===== config.mk =====
export PLATFORM = sky130hd
export DESIGN_NAME = dma_buffer_bus_writer_flat
export DESIGN_NICKNAME = d
export VERILOG_FILES = /design/src/rtl/dma_buffer_bus_writer_if.sv /design/src/rtl/dma_buffer_bus_writer.sv /design/src/flat_wrapper.sv
export SDC_FILE = /design/constraint.sdc
export NUM_CORES = 1
export LEC_CHECK = 0
export BUFFER_PORTS_ARGS = -buffer_cell sky130_fd_sc_hd__buf_2
export CELL_PAD_IN_SITES_DETAIL_PLACEMENT = 2
export CELL_PAD_IN_SITES_GLOBAL_PLACEMENT = 2
export CORE_MARGIN = 10
export CORE_UTILIZATION = 31
export DETAILED_ROUTE_END_ITERATION = 16
export MAX_ROUTING_LAYER = met4
export PLACE_DENSITY_LB_ADDON = 0.12
export SETUP_SLACK_MARGIN = 0.5
export SLEW_MARGIN = 5
export SYNTH_ARGS = -nofsm -noshare
export SYNTH_HDL_FRONTEND = slang
export SYNTH_SLANG_ARGS = --single-unit

===== constraint.sdc =====
create_clock -name clock -period 4.6 [get_ports clock]
set_input_delay 0.23 -clock clock [delete_from_list [all_inputs] [get_ports clock]]
set_output_delay 0.23 -clock clock [all_outputs]
set_load 0.05 [all_outputs]

===== src/rtl/dma_buffer_bus_writer_if.sv =====
// ----------------------------------------------------------------------------
// dma_buffer_bus_writer_if
// Signal bundle for the shared system bus as seen by a burst-write master.
//   master modport : the bus writer. It drives request/begin/address-data/
//                    burst size/direction/byte enables/data valid/end, and
//                    receives grant/busy/error.
//   slave modport  : the arbiter plus memory slave side, which mirrors the
//                    master modport.
// Signal names keep their Out/In suffixes from the writer's point of view.
// ----------------------------------------------------------------------------
interface dma_buffer_bus_writer_if;
  logic        requestOut;
  logic        grantedIn;
  logic        beginTransactionOut;
  logic [31:0] addressDataOut;
  logic [7:0]  burstSizeOut;
  logic        readNotWriteOut;
  logic [3:0]  byteEnablesOut;
  logic        dataValidOut;
  logic        busyIn;
  logic        errorIn;
  logic        endTransactionOut;

  modport master (
    output requestOut, beginTransactionOut, addressDataOut, burstSizeOut,
           readNotWriteOut, byteEnablesOut, dataValidOut, endTransactionOut,
    input  grantedIn, busyIn, errorIn
  );

  modport slave (
    input  requestOut, beginTransactionOut, addressDataOut, burstSizeOut,
           readNotWriteOut, byteEnablesOut, dataValidOut, endTransactionOut,
    output grantedIn, busyIn, errorIn
  );
endinterface


===== src/rtl/dma_buffer_bus_writer.sv =====
// ----------------------------------------------------------------------------
// dma_buffer_bus_writer
// Drain side of the DMA dual-port buffer. It reads consecutive buffer words
// and writes them to system memory as burst write transactions. A block is
// split into bursts of at most burstSizeIn+1 beats, and the bus is arbitrated
// once per burst.
// Ports:
//   clock, reset          : single rising-edge clock, synchronous active-high reset
//   startIn               : one-cycle start pulse, accepted only when idle
//   bufferStartIn         : first buffer word of the block
//   busStartAddressIn     : first bus byte address (word aligned)
//   blockSizeIn           : words to transfer (0 completes immediately)
//   burstSizeIn           : maximum beats per burst minus one
//   bufferAddressOut      : buffer read address
//   bufferDataIn          : buffer read data, same-cycle as the address
//   bus                   : shared-bus master port (see dma_buffer_bus_writer_if)
//   busyOut/doneOut/errorOut : status to the DMA control registers
// ----------------------------------------------------------------------------
module dma_buffer_bus_writer #(
  parameter int bitwidth    = 32,
  parameter int bufferDepth = 512,
  localparam int AW         = $clog2(bufferDepth)
) (
  input  logic                 clock,
  input  logic                 reset,
  input  logic                 startIn,
  input  logic [AW-1:0]        bufferStartIn,
  input  logic [31:0]          busStartAddressIn,
  input  logic [9:0]           blockSizeIn,
  input  logic [7:0]           burstSizeIn,
  output logic [AW-1:0]        bufferAddressOut,
  input  logic [bitwidth-1:0]  bufferDataIn,
  dma_buffer_bus_writer_if.master bus,
  output logic                 busyOut,
  output logic                 doneOut,
  output logic                 errorOut
);

  typedef enum logic [2:0] {
    ST_IDLE    = 3'd0,
    ST_REQUEST = 3'd1,
    ST_INIT    = 3'd2,
    ST_DATA    = 3'd3,
    ST_END     = 3'd4,
    ST_DONE    = 3'd5
  } state_t;

  state_t        state_q, state_d;
  logic [AW-1:0] ptr_q, ptr_d;
  logic [31:0]   bus_addr_q, bus_addr_d;
  logic [9:0]    remaining_q, remaining_d;
  logic [8:0]    beats_q, beats_d;       // beats still to send in this burst
  logic          req_q, req_d;
  logic          begin_q, begin_d;
  logic [31:0]   addr_q, addr_d;         // address shown during the begin cycle
  logic [7:0]    burst_q, burst_d;
  logic [3:0]    be_q, be_d;
  logic          valid_q, valid_d;
  logic          end_q, end_d;
  logic          busy_q, busy_d;
  logic          done_q, done_d;
  logic          error_q, error_d;

  logic [8:0]    burst_beats_s;
  logic [8:0]    beats_calc_s;
  logic [AW-1:0] ptr_inc_s;

  // Size of the next burst: the configured maximum, trimmed to what is left.
  assign burst_beats_s = {1'b0, burstSizeIn} + 9'd1;
  assign beats_calc_s  = ({1'b0, burst_beats_s} < remaining_q) ? burst_beats_s : remaining_q[8:0];
  // Buffer pointer advance with explicit wrap, so non-power-of-two depths also work.
  assign ptr_inc_s     = (ptr_q == AW'(bufferDepth - 1)) ? {AW{1'b0}} : ptr_q + AW'(1);

  // Next-state and next-output computation for the burst sequencer.
  always_comb begin
    state_d     = state_q;
    ptr_d       = ptr_q;
    bus_addr_d  = bus_addr_q;
    remaining_d = remaining_q;
    beats_d     = beats_q;
    req_d       = 1'b0;
    begin_d     = 1'b0;
    addr_d      = 32'd0;
    burst_d     = 8'd0;
    be_d        = 4'd0;
    valid_d     = 1'b0;
    end_d       = 1'b0;
    busy_d      = busy_q;
    done_d      = 1'b0;
    error_d     = error_q;

    case (state_q)
      ST_IDLE, ST_DONE: begin
        // DONE already reports busyOut=0, so it accepts a start like IDLE does.
        busy_d  = 1'b0;
        state_d = ST_IDLE;
        if (startIn) begin
          ptr_d       = bufferStartIn;
          bus_addr_d  = busStartAddressIn;
          remaining_d = blockSizeIn;
          error_d     = 1'b0;
          if (blockSizeIn == 10'd0) begin
            state_d = ST_DONE;
            done_d  = 1'b1;
          end else begin
            state_d = ST_REQUEST;
            req_d   = 1'b1;
            busy_d  = 1'b1;
          end
        end else begin
          state_d = ST_IDLE;
        end
      end

      ST_REQUEST: begin
        req_d = 1'b1;
        if (bus.grantedIn) begin
          state_d = ST_INIT;
          beats_d = beats_calc_s;
          begin_d = 1'b1;
          addr_d  = bus_addr_q;
          burst_d = 8'(beats_calc_s - 9'd1);
          be_d    = 4'hF;
        end else begin
          state_d = ST_REQUEST;
        end
      end

      ST_INIT: begin
        if (bus.errorIn) begin
          // Abort: bus released immediately, no end strobe, report via done+error.
          state_d = ST_DONE;
          done_d  = 1'b1;
          busy_d  = 1'b0;
          error_d = 1'b1;
        end else begin
          state_d = ST_DATA;
          req_d   = 1'b1;
          valid_d = 1'b1;
        end
      end

      ST_DATA: begin
        if (bus.errorIn) begin
          state_d = ST_DONE;
          done_d  = 1'b1;
          busy_d  = 1'b0;
          error_d = 1'b1;
        end else if (!bus.busyIn) begin
          ptr_d       = ptr_inc_s;
          bus_addr_d  = bus_addr_q + 32'd4;
          remaining_d = remaining_q - 10'd1;
          beats_d     = beats_q - 9'd1;
          if (beats_q == 9'd1) begin
            state_d = ST_END;
            end_d   = 1'b1;
          end else begin
            req_d   = 1'b1;
            valid_d = 1'b1;
          end
        end else begin
          // Slave stall: pointer and beat held, so address and data stay put.
          req_d   = 1'b1;
          valid_d = 1'b1;
        end
      end

      ST_END: begin
        if (remaining_q != 10'd0) begin
          state_d = ST_REQUEST;
          req_d   = 1'b1;
        end else begin
          state_d = ST_DONE;
          done_d  = 1'b1;
          busy_d  = 1'b0;
        end
      end

      default: begin
        state_d = ST_IDLE;
        busy_d  = 1'b0;
      end
    endcase
  end

  // State and output registers; reset returns to IDLE with every output low.
  always_ff @(posedge clock) begin
    if (reset) begin
      state_q     <= ST_IDLE;
      ptr_q       <= {AW{1'b0}};
      bus_addr_q  <= 32'd0;
      remaining_q <= 10'd0;
      beats_q     <= 9'd0;
      req_q       <= 1'b0;
      begin_q     <= 1'b0;
      addr_q      <= 32'd0;
      burst_q     <= 8'd0;
      be_q        <= 4'd0;
      valid_q     <= 1'b0;
      end_q       <= 1'b0;
      busy_q      <= 1'b0;
      done_q      <= 1'b0;
      error_q     <= 1'b0;
    end else begin
      state_q     <= state_d;
      ptr_q       <= ptr_d;
      bus_addr_q  <= bus_addr_d;
      remaining_q <= remaining_d;
      beats_q     <= beats_d;
      req_q       <= req_d;
      begin_q     <= begin_d;
      addr_q      <= addr_d;
      burst_q     <= burst_d;
      be_q        <= be_d;
      valid_q     <= valid_d;
      end_q       <= end_d;
      busy_q      <= busy_d;
      done_q      <= done_d;
      error_q     <= error_d;
    end
  end

  // The buffer answers within the cycle, so data beats flow straight from
  // bufferDataIn; every other cycle shows the registered address (or zero).
  assign bus.addressDataOut      = valid_q ? 32'(bufferDataIn) : addr_q;
  assign bus.requestOut          = req_q;
  assign bus.beginTransactionOut = begin_q;
  assign bus.burstSizeOut        = burst_q;
  assign bus.readNotWriteOut     = 1'b0;
  assign bus.byteEnablesOut      = be_q;
  assign bus.dataValidOut        = valid_q;
  assign bus.endTransactionOut   = end_q;
  assign bufferAddressOut        = ptr_q;
  assign busyOut                 = busy_q;
  assign doneOut                 = done_q;
  assign errorOut                = error_q;

endmodule


===== src/flat_wrapper.sv =====
// flat-port wrapper written by rule: the top's interface ports become plain ports
module dma_buffer_bus_writer_flat 
#(
  parameter int bitwidth    = 32,
  parameter int bufferDepth = 512,
  localparam int AW         = $clog2(bufferDepth)
)
  (clock, reset, startIn, bufferStartIn, busStartAddressIn, blockSizeIn, burstSizeIn, bufferAddressOut, bufferDataIn, busyOut, doneOut, errorOut, bus_requestOut, bus_beginTransactionOut, bus_addressDataOut, bus_burstSizeOut, bus_readNotWriteOut, bus_byteEnablesOut, bus_dataValidOut, bus_endTransactionOut, bus_grantedIn, bus_busyIn, bus_errorIn);
  dma_buffer_bus_writer_if bus_i ();
  input  logic clock;
  input  logic reset;
  input  logic startIn;
  input  logic [AW-1:0] bufferStartIn;
  input  logic [31:0] busStartAddressIn;
  input  logic [9:0] blockSizeIn;
  input  logic [7:0] burstSizeIn;
  output logic [AW-1:0] bufferAddressOut;
  input  logic [bitwidth-1:0] bufferDataIn;
  output logic busyOut;
  output logic doneOut;
  output logic errorOut;
  output wire logic [$bits(bus_i.requestOut)-1:0] bus_requestOut;
  output wire logic [$bits(bus_i.beginTransactionOut)-1:0] bus_beginTransactionOut;
  output wire logic [$bits(bus_i.addressDataOut)-1:0] bus_addressDataOut;
  output wire logic [$bits(bus_i.burstSizeOut)-1:0] bus_burstSizeOut;
  output wire logic [$bits(bus_i.readNotWriteOut)-1:0] bus_readNotWriteOut;
  output wire logic [$bits(bus_i.byteEnablesOut)-1:0] bus_byteEnablesOut;
  output wire logic [$bits(bus_i.dataValidOut)-1:0] bus_dataValidOut;
  output wire logic [$bits(bus_i.endTransactionOut)-1:0] bus_endTransactionOut;
  input wire logic [$bits(bus_i.grantedIn)-1:0] bus_grantedIn;
  input wire logic [$bits(bus_i.busyIn)-1:0] bus_busyIn;
  input wire logic [$bits(bus_i.errorIn)-1:0] bus_errorIn;
  assign bus_requestOut = bus_i.requestOut;
  assign bus_beginTransactionOut = bus_i.beginTransactionOut;
  assign bus_addressDataOut = bus_i.addressDataOut;
  assign bus_burstSizeOut = bus_i.burstSizeOut;
  assign bus_readNotWriteOut = bus_i.readNotWriteOut;
  assign bus_byteEnablesOut = bus_i.byteEnablesOut;
  assign bus_dataValidOut = bus_i.dataValidOut;
  assign bus_endTransactionOut = bus_i.endTransactionOut;
  assign bus_i.grantedIn = bus_grantedIn;
  assign bus_i.busyIn = bus_busyIn;
  assign bus_i.errorIn = bus_errorIn;
  dma_buffer_bus_writer #(.bitwidth(bitwidth), .bufferDepth(bufferDepth)) u_core (.clock(clock), .reset(reset), .startIn(startIn), .bufferStartIn(bufferStartIn), .busStartAddressIn(busStartAddressIn), .blockSizeIn(blockSizeIn), .burstSizeIn(burstSizeIn), .bufferAddressOut(bufferAddressOut), .bufferDataIn(bufferDataIn), .bus(bus_i), .busyOut(busyOut), .doneOut(doneOut), .errorOut(errorOut));
endmodule

==> Yosys cells after proc, flatten, opt, wreduce, memory -nomap -nowiden <==
Cells that the tools add are included.
{ "op_classes": {"eq_ne": 15, "n_reduce_logical": 16, "n_lt_le_gt_ge": 1, "mux": 51, "bitwise": 3, "n_addsub": 6} }
{ "op_table": {"columns": ["cell", "count"], "rows": [
  ["$mux W32", 4],
  ["$mux W9", 8],
  ["$pmux W32 S2", 1],
  ["$pmux W9 S2", 2],
  ["$add A32 B3 Y32 const B", 1],
  ["$mux W10", 3],
  ["$mux W3", 7],
  ["$pmux W10 S2", 1],
  ["$mux W1", 17],
  ["$pmux W3 S5", 1],
  ["$logic_not A10 Y1", 1],
  ["$lt A9 B10 Y1", 1],
  ["$ne A2 B2 Y1 const B", 5],
  ["$reduce_bool A10 Y1", 1],
  ["$sub A10 B1 Y10 const B", 1],
  ["$add A8 B1 Y9 const B", 1],
  ["$add A9 B1 Y9 const B", 1],
  ["$eq A9 B1 Y1 const B", 1],
  ["$eq A9 B9 Y1 const B", 1],
  ["$sub A9 B1 Y9 const B", 1],
  ["$reduce_and A4 Y1", 2],
  ["$sub A8 B1 Y8 const B", 1],
  ["$eq A3 B2 Y1 const B", 2],
  ["$eq A3 B3 Y1 const B", 2],
  ["18 further kinds", 26]
]} }
{ "totals": {"in_bits": 97, "output_inout_bits": 61, "wordCells": 107, "ff_bits": 114} }

==> Logic depth before layout (Yosys ltp) <==
{ "logic_depth": {"word_depth": 5, "depth_mapped": 18, "mapped_depth_nobuf": 16} }

==> Least setup slack after synthesis <==
Ideal clock, no wire load.
{ "synth_path": {"kind": "input -> register", "from": "input burstSizeIn[3]", "to": "register u_core.burst_q[4], in the netlist u_core.bus.burstSizeOut[4]", "path_buffers": 2, "stages": 16, "t_arrival_ns": 3.177, "slack_ns": 1.337, "cell_sequence": "clkbuf_1 -> nand2_1 -> nor2_1 -> xor2_1 -> ha_1 -> a41oi_1 -> a211oi_1 -> nor3_1 -> buf_2 -> mux2i_1 -> ha_1 -> and3_1 -> o22ai_1 -> o21ai_0 -> xor2_1 -> a211oi_1"} }
{ "synth_between": {"elab_chain_cells": 4} }
{ "synth_lines": {"columns": ["item", "line_no", "source"], "rows": [
  ["start: declaration", "flat_wrapper.sv:16", "input logic [7:0] burstSizeIn;"],
  ["$add A8 B1 Y9 (*)", "dma_buffer_bus_writer.sv:69", "assign burst_beats_s = {1'b0, burstSizeIn} + 9'd1;"],
  ["$lt A9 B10 Y1", "dma_buffer_bus_writer.sv:70", "assign beats_calc_s = ({1'b0, burst_beats_s} < remaining_q) ? burst_beats_s : remaining_q[8:0];"],
  ["$mux W9 (*)", "dma_buffer_bus_writer.sv:70", null],
  ["$sub A8 B1 Y8 (*)", "dma_buffer_bus_writer.sv:122", "burst_d = 8'(beats_calc_s - 9'd1);"],
  ["end signal: assignment", "dma_buffer_bus_writer.sv:213", "burst_q <= burst_d;"],
  ["end: declaration", "dma_buffer_bus_writer.sv:56", "logic [7:0] burst_q, burst_d;"]
]} }
Mark *: on every way between the ends. The rest lies on a longest branch, timed or not.
A chain may end at the register's enable or synchronous reset.

==> Final worst setup path <==
{ "layout_path": {"from": "input burstSizeIn[0]", "to": "register u_core.burst_q[6], in the netlist u_core.bus.burstSizeOut[6]"} }
The elaborated chain is that of the path after synthesis.

==> summary.md <==
| Metric | Value |
|---|---|
| Lkg Pwr | 3.21 nW |
| Net total in the final layout | 1001 |
| Kind of path behind the tightest hold check | input pin to register |
| Fraction of the cycle the final worst path needs | approximately four fifths |
| First-pass GRT wire length | 39000 um |
| Clock-pin slew of the registers on the worst-case setup and hold paths | 0.07 ns |
| Total overflow reported by the global router | 0 |
| Setup slack on the worst flop-to-flop path | 1.16 ns |
| Reg-to-reg critical path endpoint | u_core.bus.burstSizeOut[6] |
| Critical path startpoint category | input pin |
| Placed Cells | approximately 1100 |
| Vias post-DR | 6228 |
| Number of distinct standard cells referenced by the synthesized netlist | 73 |
| Async set or reset register ratio after synthesis | 0% |
| Clock latency at the later pin of the worst-skew pair | ~0.37 ns |
| Series of cell instances along the critical path | buf_2 > ha_1 > and2_1 > nand2_1 > xnor2_1 > ha_1 > a41oi_1 > a211oi_1 > nor3_2 > mux2i_1 > ha_1 > nand2_1 > nor3_1 > xnor2_1 > o21ai_0 > a21oi_1 |
| Hold depth | 3 |
| Maximum root-to-sink buffer count | 2 |
| Setup TNS after final layout | 0 ns |
| Number of top-level pins | 158 |
| Tot GR Track Use | 18.8% |
| Delay of the slowest cell on the worst path | between 0.5 and 0.6 ns |
| Library cell appearing most often on the critical path | sky130_fd_sc_hd__ha_1 |
| Power density over the cells | about 340 nW/um2 |
| Synthesis-stage register bit count | 110 |
| Combined buffer and inverter count along the critical path | 1 |
| Hold worst-path end | u_core.bus_addr_q[30] |
| Synthesized area | 6250 um2 |
| Clock tree sinks | between 100 and 150 |
| Max Transition Viols Final | 0 |
| Total CTS buffers | 9 |
| Critical Path Stages | 16 |
| Die area | 26200 um2 |
| Yosys warnings | 0 |
| Hold violation count in the final report | 0 |
| Maximum fanout along the worst path | 11 |
| Maximum VDD drop | about 180 uV |
| Outcome | complete, no violations |
| Initial antenna violation count | 0 |
| Effective utilization at floorplan | 31.8% |
| Crit. End Element | register |
| Area grow syn2layout | 20.6% |
| Average cell area after synthesis | ~8.2 um2 |
| Number of input and output port buffers inserted | 156 |
| Clock Root Buffer | sky130_fd_sc_hd__clkbuf_16 |
| Final ANT Viol Nets | 0 |
| Family with the most delay on the worst path | simple AND/OR/NAND/NOR gates |
| Endpoints failing setup | 0 |
| Count of flip-flops with a built-in enable after synthesis | 0 |
| Cell type of the slowest stage on the worst timing path | sky130_fd_sc_hd__nor3_2 |
| Vias in the first global route | approximately 6900 |
| DIE WIDTH | roughly 160 um |
| Maximum achievable frequency | 272 MHz |
| Unrepaired setup endpoints after global routing | no |
| Headroom to the max-slew limit | 20.5% |
| Origin of the critical flop-to-flop path | u_core.remaining_q[3] |
| CTS Hold Buffers Added | 0 |
| Dominant synthesized flop cell | sky130_fd_sc_hd__dfxtp_1 |
| TritonCTS clock tree | done |
| Wire per inst | between 20 and 25 um |
| Fin crit period | 3.68 ns |
| Gate count of the mapped netlist | 765 |
| Residual DRC count | 0 |
| Post-layout power | 2.58 mW |
| Total wire length after detailed routing | 24500 um |
| Final weighted congestion in routability-driven placement | roughly 0.89 |
| Total number of H-tree levels | 3 |
| Signal arrival time at the worst endpoint | between 3 and 4 ns |
| # resized after CTS | 0 |
| Commonest cells after routing, fill and taps aside | sky130_fd_sc_hd__buf_2 (156), sky130_fd_sc_hd__dfxtp_1 (110), sky130_fd_sc_hd__nand2_1 (83) |
| Synthesized Nets | 878 |
| DRC marker count from the first detailed-route iteration | 316 |
| Most common library cell in the layout ignoring fill and taps | sky130_fd_sc_hd__buf_2 |
| Share of final-layout standard cells stronger than drive strength 1 | approximately a quarter |
| Sequential fraction of the synthesis area | 35.2% |
| Number of antenna repair diodes | 0 |
| Floorplan die height | 162 um |
| Tightest Pin Transition | 1.18 ns |
| Cell Count, Final, Fillers Out | 1158 |
| Hold_sp | busStartAddressIn[30] |
| Pin count of the biggest net entering global routing | slightly above 70 |
| Required arrival time at the worst endpoint | between 4 and 5 ns |
| Core outline area | 19700 um2 |
| Fin Clk Skew | 0.0120 ns |
| Post-CTS Setup Inserts | 0 |
| Pre-antenna DRT Iters | 5 |
| Dpl hpwl | 18400 um |
| Number of cells traversed by the worst register-to-register path | 12 |
| Via density per instance | 5.38 |
| Max cap viols | 0 |
| Kind of critical path | input pin to register |
| # rows | just over 50 |
-- state kept, by name (all words and copies together) (netlist names), 3 cells and up --
| name | cells |
|---|---|
| u_core.beats_q | 9 |
| u_core.state_q | 3 |
| u_core.bus_addr_q | 32 |
| u_core.bufferAddressOut | 9 |
| u_core.bus.burstSizeOut | 8 |
| u_core.addr_q | 32 |
| u_core.remaining_q | 10 |
-- how the worst max path moves through the flow --
| stage | startpoint | slack, ns | endpoint |
|---|---|---|---|
| 2_1_floorplan | burstSizeIn[3] | 1.34 | u_core.bus.burstSizeOut[4] |
| 3_3_place_gp | burstSizeIn[0] | 0.74 | u_core.bus.burstSizeOut[4] |
| 3_5_place_dp | burstSizeIn[0] | 0.57 | u_core.bus.burstSizeOut[4] |
| 4_1_cts | burstSizeIn[0] | 0.93 | u_core.bus.burstSizeOut[6] |
| 5_1_grt | burstSizeIn[0] | 0.55 | u_core.bus.burstSizeOut[4] |
| 6_report | burstSizeIn[0] | 0.92 | u_core.bus.burstSizeOut[6] |
-- cell usage after synthesis, types with 3 or more instances --
library cell	n	share of area [%]
sky130_fd_sc_hd__a211o_1	3	0.42
sky130_fd_sc_hd__nor3_1	22	1.8
sky130_fd_sc_hd__a222oi_1	6	0.96
sky130_fd_sc_hd__o22ai_1	10	1.0
sky130_fd_sc_hd__a211oi_1	13	1.6
sky130_fd_sc_hd__a31oi_1	12	1.2
sky130_fd_sc_hd__a221oi_1	4	0.56
sky130_fd_sc_hd__clkbuf_1	25	1.5
sky130_fd_sc_hd__mux2_2	32	5.8
sky130_fd_sc_hd__nor4_1	8	0.80
sky130_fd_sc_hd__o21ai_1	8	0.64
sky130_fd_sc_hd__buf_1	3	0.18
sky130_fd_sc_hd__nand2b_1	6	0.60
sky130_fd_sc_hd__xnor2_1	20	2.8
sky130_fd_sc_hd__ha_1	16	3.2
sky130_fd_sc_hd__o21ai_0	34	2.7
sky130_fd_sc_hd__mux2i_1	14	2.2
sky130_fd_sc_hd__dfxtp_1	110	35
sky130_fd_sc_hd__a32oi_1	3	0.42
sky130_fd_sc_hd__or3_1	4	0.40
sky130_fd_sc_hd__o211a_1	3	0.48
sky130_fd_sc_hd__nor2_2	3	0.30
sky130_fd_sc_hd__a311oi_1	3	0.42
sky130_fd_sc_hd__a21oi_1	50	4.0
sky130_fd_sc_hd__o32ai_1	4	0.56
sky130_fd_sc_hd__nand3_1	25	2.0
sky130_fd_sc_hd__nand3b_1	4	0.48
sky130_fd_sc_hd__o31ai_1	4	0.48
sky130_fd_sc_hd__buf_4	6	0.72
sky130_fd_sc_hd__xor2_1	10	1.4
sky130_fd_sc_hd__and2_1	35	3.5
sky130_fd_sc_hd__nor2_1	73	4.4
sky130_fd_sc_hd__and3_1	7	0.70
sky130_fd_sc_hd__a32o_1	3	0.48
sky130_fd_sc_hd__inv_1	20	1.2
sky130_fd_sc_hd__nor3b_1	4	0.48
sky130_fd_sc_hd__a41oi_1	3	0.42
sky130_fd_sc_hd__a22oi_1	4	0.48
sky130_fd_sc_hd__buf_2	17	1.4
sky130_fd_sc_hd__nand2_1	83	5.0
sky130_fd_sc_hd__nand4_1	11	1.1
-- per-stage QoR --
stage	setup slack, ns	util (%)	cell area, um2	hold WS [ns]
final	0.919	38.4	7540	0.114
after global routing	0.552	38.4	7540	0.111
after CTS	0.927	38.4	7540	0.111
after detailed placement	0.568	36.6	7200	0.445
after global placement	0.742	36.6	7200	0.433
after floorplan	1.34	-	6250	0.380
-- report_power, final --
group	leakage [nW]	switching [mW]	internal (mW)
sequential	0.897	0.0724	1.01
combinational	2.14	0.379	0.203
clock	0.167	0.402	0.515
total	3.21	0.854	1.72
-- tightest hold or removal path, cell delays in order --
cell and delay, ns:
sky130_fd_sc_hd__buf_2 0.08, sky130_fd_sc_hd__a222oi_1 0.05, sky130_fd_sc_hd__nor2_1 0.08
-- cell families after synthesis --
group / synth area share (%)
xor gates and xnor gates: 4.20
buffers and inverters: 5.28
other: 0.0600
AOI/OAI and AO/OA: 19.1
adders and majority gates: 3.20
and+or+nand+nor: 24.9
DFF: 35.2
muxes: 8.00
-- per-layer routing --
layer / global-route usage [%] / routed length [um] / share of wire (%)
met1: 21.7 / 10600 / 43
met2: 33.5 / 12700 / 52
met3: 2.83 / 982 / 4.0
met4: 4.92 / 291 / 1.2
met5: - / 0 / 0
-- layout make-up --
| cell class | count | area, um2 |
|---|---|---|
| Timing Repair Buffer | 165 | 848 |
| Clock buffer | 11 | 253 |
| Inverter | 21 | 78.8 |
| Sequential cell | 110 | 2200 |
| Clock inverter | 5 | 86.3 |
| Fill cell | 2317 | 12100 |
| Tap cell | 265 | 332 |
| Multi-Input combinational cell | 581 | 3740 |
(Power assumes the default switching activity.)
